File: config.mk
export PLATFORM = sky130hd
export DESIGN_NAME = guarded_release_pipe_flat
export DESIGN_NICKNAME = d
export VERILOG_FILES = /design/src/rtl/guarded_release_pipe_if.sv /design/src/rtl/guarded_release_pipe.sv /design/src/flat_wrapper.sv
export SDC_FILE = /design/constraint.sdc
export NUM_CORES = 1
export LEC_CHECK = 0
export ABC_CLOCK_PERIOD_IN_PS = 7650
export CAP_MARGIN = 0
export CORE_MARGIN = 2
export CORE_UTILIZATION = 43
export CTS_BUF_LIST = sky130_fd_sc_hd__clkbuf_4 sky130_fd_sc_hd__clkbuf_8
export DETAILED_ROUTE_END_ITERATION = 8
export GPL_TIMING_DRIVEN = 0
export PLACE_DENSITY = 0.89
export SYNTH_ARGS = -nofsm -noshare
export SYNTH_HDL_FRONTEND = slang
export SYNTH_SLANG_ARGS = --single-unit
File: constraint.sdc
create_clock -name clk -period 7.65 [get_ports clk]
set_clock_uncertainty 0.1 [all_clocks]
set_input_delay 1.53 -clock clk [delete_from_list [all_inputs] [get_ports clk]]
set_output_delay 1.53 -clock clk [all_outputs]
set_load 0.02 [all_outputs]
File: src/rtl/guarded_release_pipe_if.sv
// rtl/guarded_release_pipe_if.sv - data-path signal bundle for guarded_release_pipe
interface guarded_release_pipe_if #(
    parameter int DATA_W  = 32,
    parameter int NCH     = 2,
    parameter int STATE_W = 2
);
    localparam int SEL_W = (NCH > 1) ? $clog2(NCH) : 1;

    logic                    enable;
    logic                    out1_visible;
    logic [NCH*DATA_W-1:0]   secret;
    logic [NCH*DATA_W-1:0]   out1;
    logic [DATA_W-1:0]       out2;
    logic                    out2_valid;
    logic [STATE_W-1:0]      state_o;
    logic [SEL_W-1:0]        sel_o;

    modport master (
        output enable, out1_visible, secret,
        input  out1, out2, out2_valid, state_o, sel_o
    );

    modport slave (
        input  enable, out1_visible, secret,
        output out1, out2, out2_valid, state_o, sel_o
    );
endinterface

File: src/rtl/guarded_release_pipe.sv
// rtl/guarded_release_pipe.sv - gated secret path plus registered guard pipeline released on a prev condition
// Optional invariant checker output inv_err is built when INV_CHECK_EN is defined.
module guarded_release_pipe #(
    parameter int DATA_W       = 32,
    parameter int NCH          = 2,
    parameter int STATE_W      = 2,
    parameter int TRIGGER      = 3,
    parameter int RELEASE_PREV = 2,
    parameter int DEPTH        = 1
) (
    input  logic                  clk,
    input  logic                  rst,
`ifdef INV_CHECK_EN
    output logic                  inv_err,
`endif
    guarded_release_pipe_if.slave bus
);
    localparam int SEL_W = (NCH > 1) ? $clog2(NCH) : 1;

    logic [STATE_W-1:0] state;
    logic [STATE_W-1:0] prev;
    logic [SEL_W-1:0]   sel;
    logic [SEL_W-1:0]   sel_next;
    logic [DATA_W-1:0]  stage [DEPTH];
    logic [DEPTH-1:0]   vld;
    logic [DATA_W-1:0]  chan  [NCH];
    logic               rel;

    for (genvar c = 0; c < NCH; c++) begin : g_chan
        assign chan[c] = bus.secret[c*DATA_W +: DATA_W];
    end

    assign sel_next = (sel == SEL_W'(NCH - 1)) ? '0 : sel + SEL_W'(1);

    // prev starts at all-ones so it always trails state by one
    always_ff @(posedge clk) begin
        if (rst) begin
            state <= '0;
            prev  <= '1;
        end else if (bus.enable) begin
            state <= state + STATE_W'(1);
            prev  <= prev + STATE_W'(1);
        end
    end

    // Capture looks at the pre-edge state, independent of enable
    always_ff @(posedge clk) begin
        if (rst) begin
            sel <= '0;
            vld <= '0;
            for (int k = 0; k < DEPTH; k++) stage[k] <= '0;
        end else begin
            if (state == STATE_W'(TRIGGER)) begin
                stage[0] <= chan[sel];
                vld[0]   <= 1'b1;
                sel      <= sel_next;
            end else begin
                stage[0] <= '0;
                vld[0]   <= 1'b0;
            end
            for (int k = 1; k < DEPTH; k++) begin
                stage[k] <= stage[k-1];
                vld[k]   <= vld[k-1];
            end
        end
    end

    assign rel            = (prev == STATE_W'(RELEASE_PREV)) && vld[DEPTH-1];
    assign bus.out2       = rel ? stage[DEPTH-1] + DATA_W'(1) : '0;
    assign bus.out2_valid = rel;
    assign bus.out1       = (bus.enable && bus.out1_visible) ? bus.secret : '0;
    assign bus.state_o    = state;
    assign bus.sel_o      = sel;

`ifdef INV_CHECK_EN
    always_ff @(posedge clk) begin
        if (rst) begin
            inv_err <= 1'b0;
        end else if (prev != state - STATE_W'(1)) begin
            inv_err <= 1'b1;
        end
    end
`endif
endmodule

File: src/flat_wrapper.sv
// flat-port wrapper written by rule: the top's interface ports become plain ports
module guarded_release_pipe_flat 
#(
    parameter int DATA_W       = 32,
    parameter int NCH          = 2,
    parameter int STATE_W      = 2,
    parameter int TRIGGER      = 3,
    parameter int RELEASE_PREV = 2,
    parameter int DEPTH        = 1
)
  (clk, rst, bus_enable, bus_out1_visible, bus_secret, bus_out1, bus_out2, bus_out2_valid, bus_state_o, bus_sel_o);
  guarded_release_pipe_if #(.DATA_W(DATA_W), .NCH(NCH), .STATE_W(STATE_W)) bus_i ();
  input  logic clk;
  input  logic rst;
  input wire logic [$bits(bus_i.enable)-1:0] bus_enable;
  input wire logic [$bits(bus_i.out1_visible)-1:0] bus_out1_visible;
  input wire logic [$bits(bus_i.secret)-1:0] bus_secret;
  output wire logic [$bits(bus_i.out1)-1:0] bus_out1;
  output wire logic [$bits(bus_i.out2)-1:0] bus_out2;
  output wire logic [$bits(bus_i.out2_valid)-1:0] bus_out2_valid;
  output wire logic [$bits(bus_i.state_o)-1:0] bus_state_o;
  output wire logic [$bits(bus_i.sel_o)-1:0] bus_sel_o;
  assign bus_i.enable = bus_enable;
  assign bus_i.out1_visible = bus_out1_visible;
  assign bus_i.secret = bus_secret;
  assign bus_out1 = bus_i.out1;
  assign bus_out2 = bus_i.out2;
  assign bus_out2_valid = bus_i.out2_valid;
  assign bus_state_o = bus_i.state_o;
  assign bus_sel_o = bus_i.sel_o;
  guarded_release_pipe #(.DATA_W(DATA_W), .NCH(NCH), .STATE_W(STATE_W), .TRIGGER(TRIGGER), .RELEASE_PREV(RELEASE_PREV), .DEPTH(DEPTH)) u_core (.clk(clk), .rst(rst), .bus(bus_i));
endmodule
# After elaboration in Yosys (flattened, before gate mapping)
# Memory sizes are Yosys's and may differ from the RTL's.
# Index checks and enable logic that the tools add are counted.
# W data, S select, Z words.
[word_totals]
reg_bits = 6
n_memories = 1
input_bits = 68
wordCells = 35
mem_bits_rw = 32
[op_classes]
reduce_logical = 4
bitwise_logic = 1
n_eq_ne = 2
addsub = 4
n_lt_le_gt_ge = 1
muxes = 18
[mem_list]
columns = ["memory", "depth", "width", "read_ports", "rd_ports_with_merged_regs", "write_ports", "line_no", "source"]
rows = [
  ["u_core.stage", 1, 32, 1, 0, 1, "guarded_release_pipe.sv:24", "logic [DATA_W-1:0] stage [DEPTH];"],
]
[ops]
columns = ["cell", "count"]
rows = [
  ["$mux W32", 6],
  ["$mux W64", 1],
  ["$reduce_or A32 Y1", 2],
  ["$add A32 B1 Y32 const B", 1],
  ["$mux W1", 11],
  ["$add A2 B1 Y2 const B", 2],
  ["$eq A2 B2 Y1 const B", 2],
  ["$ge A2 B2 Y1 const B", 1],
  ["$logic_and A1 B1 Y1", 2],
  ["$not A1 Y2", 1],
  ["$add A1 B1 Y1 const B", 1],
]

# Depth between registers and ports, before layout
[depth]
word_depth = 7
depth_mapped = 7
depth_no_buf = 6

# Least setup slack after synthesis
# Ideal clock, no wire load.
[synth_timing]
path_type = "input port to output port"
from = "input bus_enable"
to = "output bus_out1[43]"
path_stages = 3
setup_slack_ns = 3.738
arrival_ns = 2.282
path_cell_list = "clkbuf_1 clkbuf_1 and3_1"
[synth_via]
elab_chain_len = 2
[synth_lines]
columns = ["element", "line_no", "source"]
rows = [
  ["start: declaration", "flat_wrapper.sv:15", "input wire logic [$bits(bus_i.enable)-1:0] bus_enable;"],
  ["$logic_and A1 B1 Y1", "guarded_release_pipe.sv:71", "assign bus.out1 = (bus.enable && bus.out1_visible) ? bus.secret : '0;"],
  ["$mux W64", "guarded_release_pipe.sv:71", ""],
  ["end: declaration", "flat_wrapper.sv:18", "output wire logic [$bits(bus_i.out1)-1:0] bus_out1;"],
]
# Every way passes these cells.

# Worst setup path in the final report
[layout_timing]
from = "input bus_enable"
to = "output bus_out1[45]"
# The elaborated chain is that of the path after synthesis.

==> impl_metrics.csv <==
group,metric,value,unit
floorplanning,io_pins,168,
floorplanning,die_area,7640,µm²
floorplanning,dieWidth,87.4,µm
global_route,grt_pass1_wl,15900,µm
route,post-route-drc-count,0,
power,internal-power,0.000382,W
final_layout,fin_nets,621,
floorplanning,fp.dieH,87.4,µm
timing,max_freq,182,MHz
clock_tree,cts-resized-gates,0,
timing,fin_tns_setup,0,ns
timing,worst_slew_pin_slew,0.762,ns
route,avgRoutedWirePerCell,16.5,µm
yosys,ys_types,34,
placement,port_buffers,166,
timing,finalHoldWorstSlack,0.413,ns
final_layout,syn_to_final_growth,65.9,%
clock_tree,cts_num_sinks,38,
power,seqPwrFrac,0.459,
power,power_switching,0.000151,W
route,drtAntennaViolNets,0,
hold_path,hold_start,"u_core.prev[0]$_SDFFE_PP1P_",
timing,finalCriticalPeriod,5.50,ns
worst_setup_path,reg2reg_slack,5.60,ns
hold_path,hold_depth,2,
final_layout,drive_gt1_frac,0.0254,
timing,rsz0062_at_grt,"no",
timing,drv_slew,0,
route,first_pass_iters,5,
floorplanning,start_util,0.443,
power,p_leak,1.94,nW
final_layout,diodes,0,
global_route,antenna_found_initial,0,
route,routed_wl,10400,µm
yosys,synth-seq-cells,38,
global_route,grt_start_max_net_pins,13,
placement,placed_cell_area,4870,µm²
worst_setup_path,cp.required,6.02,ns
route,via_per_inst,5.50,
route,detail_route.iter0.violations,183,
power,pwr-share-comb,0.269,
floorplanning,core,6760,µm²
clock_tree,clkTransAtPathRegs,0.08,ns
global_route,gr-usage-all-layers,0.265,
timing,hold_viol_final,0,
clock_tree,cts_inserted_buffers,5,
worst_setup_path,critPathLaunchType,"input pin",
power,swShare,0.283,
yosys,syn_inst,346,
clock_tree,cts_buffer_depth,2,
clock_tree,clkLatencyLatePin,0.29,ns
placement,hpwlAfterDp,8320,µm
job,cap_violations,0,
placement,dpl.cell_count,623,
worst_setup_path,timing.rr.end,"u_core.stage[0][13]$_SDFFCE_PP0P_",
timing,relSlewSlack,0.492,
clock_tree,hold_buffers,0,
worst_setup_path,path_max_fanout,10,
power,p_per_area,107,nW/µm²
yosys,ys_seq_area_frac,0.361,
global_route,gr-total-overflow,0,
yosys,syn_area,2990,µm²
final_layout,fin_cells,631,
worst_setup_path,crit_type,"in -> out",
timing,fin_crit_sh,0.719,
yosys,yosysWarningCount,0,
final_layout,finalInstanceArea,4970,µm²
timing,setup_viol,0,
route,vias,3472,
worst_setup_path,end_kind,"output port",
run_status,outcome,"finished clean",
power,clkPwrFrac,0.272,
hold_path,whs_endpoint,"u_core.prev[0]$_SDFFE_PP1P_",
clock_tree,post_cts_buffers,0,
yosys,avgSynthCellArea,8.65,µm²
clock_tree,root_buffer,"clkbuf_8",
power,ir_drop,0.0861,mV
placement,place_congestion,0.855,
hold_path,min_path_type,"reg -> reg",
clock_tree,cts_max_level,2,
worst_setup_path,r2r_cells,4,
global_route,grt_pass1_vias,3276,
floorplanning,num_rows,30,
clock_tree,cts_tree,"built",
worst_setup_path,cp.arrival,3.87,ns
worst_setup_path,r2r-start,"u_core.bus.sel_o$_SDFFE_PP0N_",
==> worst max path at each step <==
stage | startpoint | to
global route | bus_enable | bus_out1[47]
detailed placement | bus_enable | bus_out1[45]
global placement | bus_enable | bus_out1[45]
floorplan | bus_enable | bus_out1[43]
CTS | bus_enable | bus_out1[45]
finish | bus_enable | bus_out1[45]
==> state kept, by name, summed over array words and instances, names as in the netlist <==
signal,flops
u_core.bus.state_o,2
u_core.vld,1
u_core.prev,2
u_core.bus.sel_o,1
u_core.stage,32
==> routing by layer <==
layer  track usage  up-vias  part of all wire
li1              -     1668                 -
met1         0.329     1597              0.41
met2         0.458      185              0.50
met3        0.0550       22             0.072
met4        0.0839        0             0.020
met5             0        -                 0
==> through the flow <==
stage | worst slack [ns] | util | total power [W]
after global routing | 2.08 | 0.735 | 0.000549
after global placement | 2.21 | 0.721 | 0.000386
after detailed placement | 2.20 | 0.721 | 0.000389
after floorplan | 3.74 | - | 0.000307
after CTS | 2.19 | 0.735 | 0.000530
final | 2.15 | 0.735 | 0.000532
==> placed cells by master (no fill, tap or decap), types with 2 or more instances in the layout <==
| master | count |
|---|---|
| nor4_1 | 2 |
| xor2_1 | 6 |
| xnor2_1 | 8 |
| o311ai_0 | 2 |
| clkbuf_8 | 6 |
| dfxtp_1 | 6 |
| nand2_1 | 21 |
| or4_1 | 15 |
| and3_1 | 66 |
| conb_1 | 32 |
| o31ai_1 | 4 |
| nand2b_1 | 5 |
| clkdlybuf4s50_1 | 166 |
| o41ai_1 | 2 |
| ha_1 | 3 |
| o211ai_1 | 11 |
| mux2i_1 | 33 |
| nand4_1 | 10 |
| inv_1 | 5 |
| a21oi_1 | 6 |
| clkbuf_1 | 28 |
| nand3_1 | 15 |
| o21ai_0 | 2 |
| and2_1 | 2 |
| edfxtp_1 | 32 |
| and4_1 | 5 |
| nor2_1 | 47 |
==> cells by family (layout without fill, tap and decap cells) <==
logic type / Yosys count / count (layout) / share of synthesized area
AND/OR/NAND/NOR: 195 / 195 / 0.364
flip-flops: 38 / 38 / 0.361
buffers and inverters: 35 / 209 / 0.0468
multiplexers: 33 / 33 / 0.110
AO/OA/AOI/OAI: 27 / 27 / 0.0627
XOR/XNOR: 14 / 14 / 0.0410
adder cells (fa/ha/maj): 3 / 3 / 0.0125
other: 1 / 32 / 0.00125
==> synthesized netlist by cell type <==
master / count / area [µm²]
o41ai_1: 2 / 17.5
o211ai_1: 11 / 82.6
or4b_1: 1 / 10.0
nand2_1: 21 / 78.8
nand4_4: 1 / 21.3
and2_1: 2 / 12.5
inv_1: 5 / 18.8
ha_1: 3 / 37.5
conb_1: 1 / 3.75
nand2b_1: 5 / 31.3
nor3_1: 1 / 5.00
nand4_1: 10 / 62.6
o21ai_0: 2 / 10.0
dfxtp_1: 6 / 120
buf_2: 1 / 5.00
o311ai_0: 2 / 17.5
and4_2: 1 / 10.0
nor2_1: 47 / 176
nand3_1: 15 / 75.1
or4_1: 15 / 113
or3_2: 1 / 7.51
and4_1: 5 / 43.8
mux2i_1: 33 / 330
or4_4: 1 / 11.3
xor2_1: 6 / 52.6
o31ai_1: 4 / 30.0
clkbuf_1: 28 / 105
and3_1: 66 / 413
or3_1: 1 / 6.26
edfxtp_1: 32 / 961
a21oi_1: 6 / 30.0
xnor2_1: 8 / 70.1
buf_6: 1 / 11.3
nor4_1: 2 / 12.5
==> cell type report <==
type / count / area [µm²]
flip-flops and latches: 38 / 1080
repair buffers: 166 / 1660
plain buffers: 30 / 121
clock inverters: 2 / 12.5
multi-input cells: 304 / 1890
well taps: 80 / 100
clock buffers: 6 / 82.6
fillers: 493 / 1790
inverters: 5 / 18.8
==> worst max-delay path, stage by stage <==
cell	delay (ns)
clkdlybuf4s50_1	0.62
clkbuf_1	0.40
clkbuf_1	0.45
and3_1	0.26
clkdlybuf4s50_1	0.61
==> power groups by stage <==
stage / combinational, W / clock, W / sequential, W
after detailed placement: 0.000141 / 0 / 0.000249
after floorplan: 0.0000599 / 0 / 0.000247
final: 0.000143 / 0.000145 / 0.000245
after global routing: 0.000151 / 0.000152 / 0.000246
after global placement: 0.000138 / 0 / 0.000248
after CTS: 0.000141 / 0.000145 / 0.000244
(Power assumes the default switching activity.)
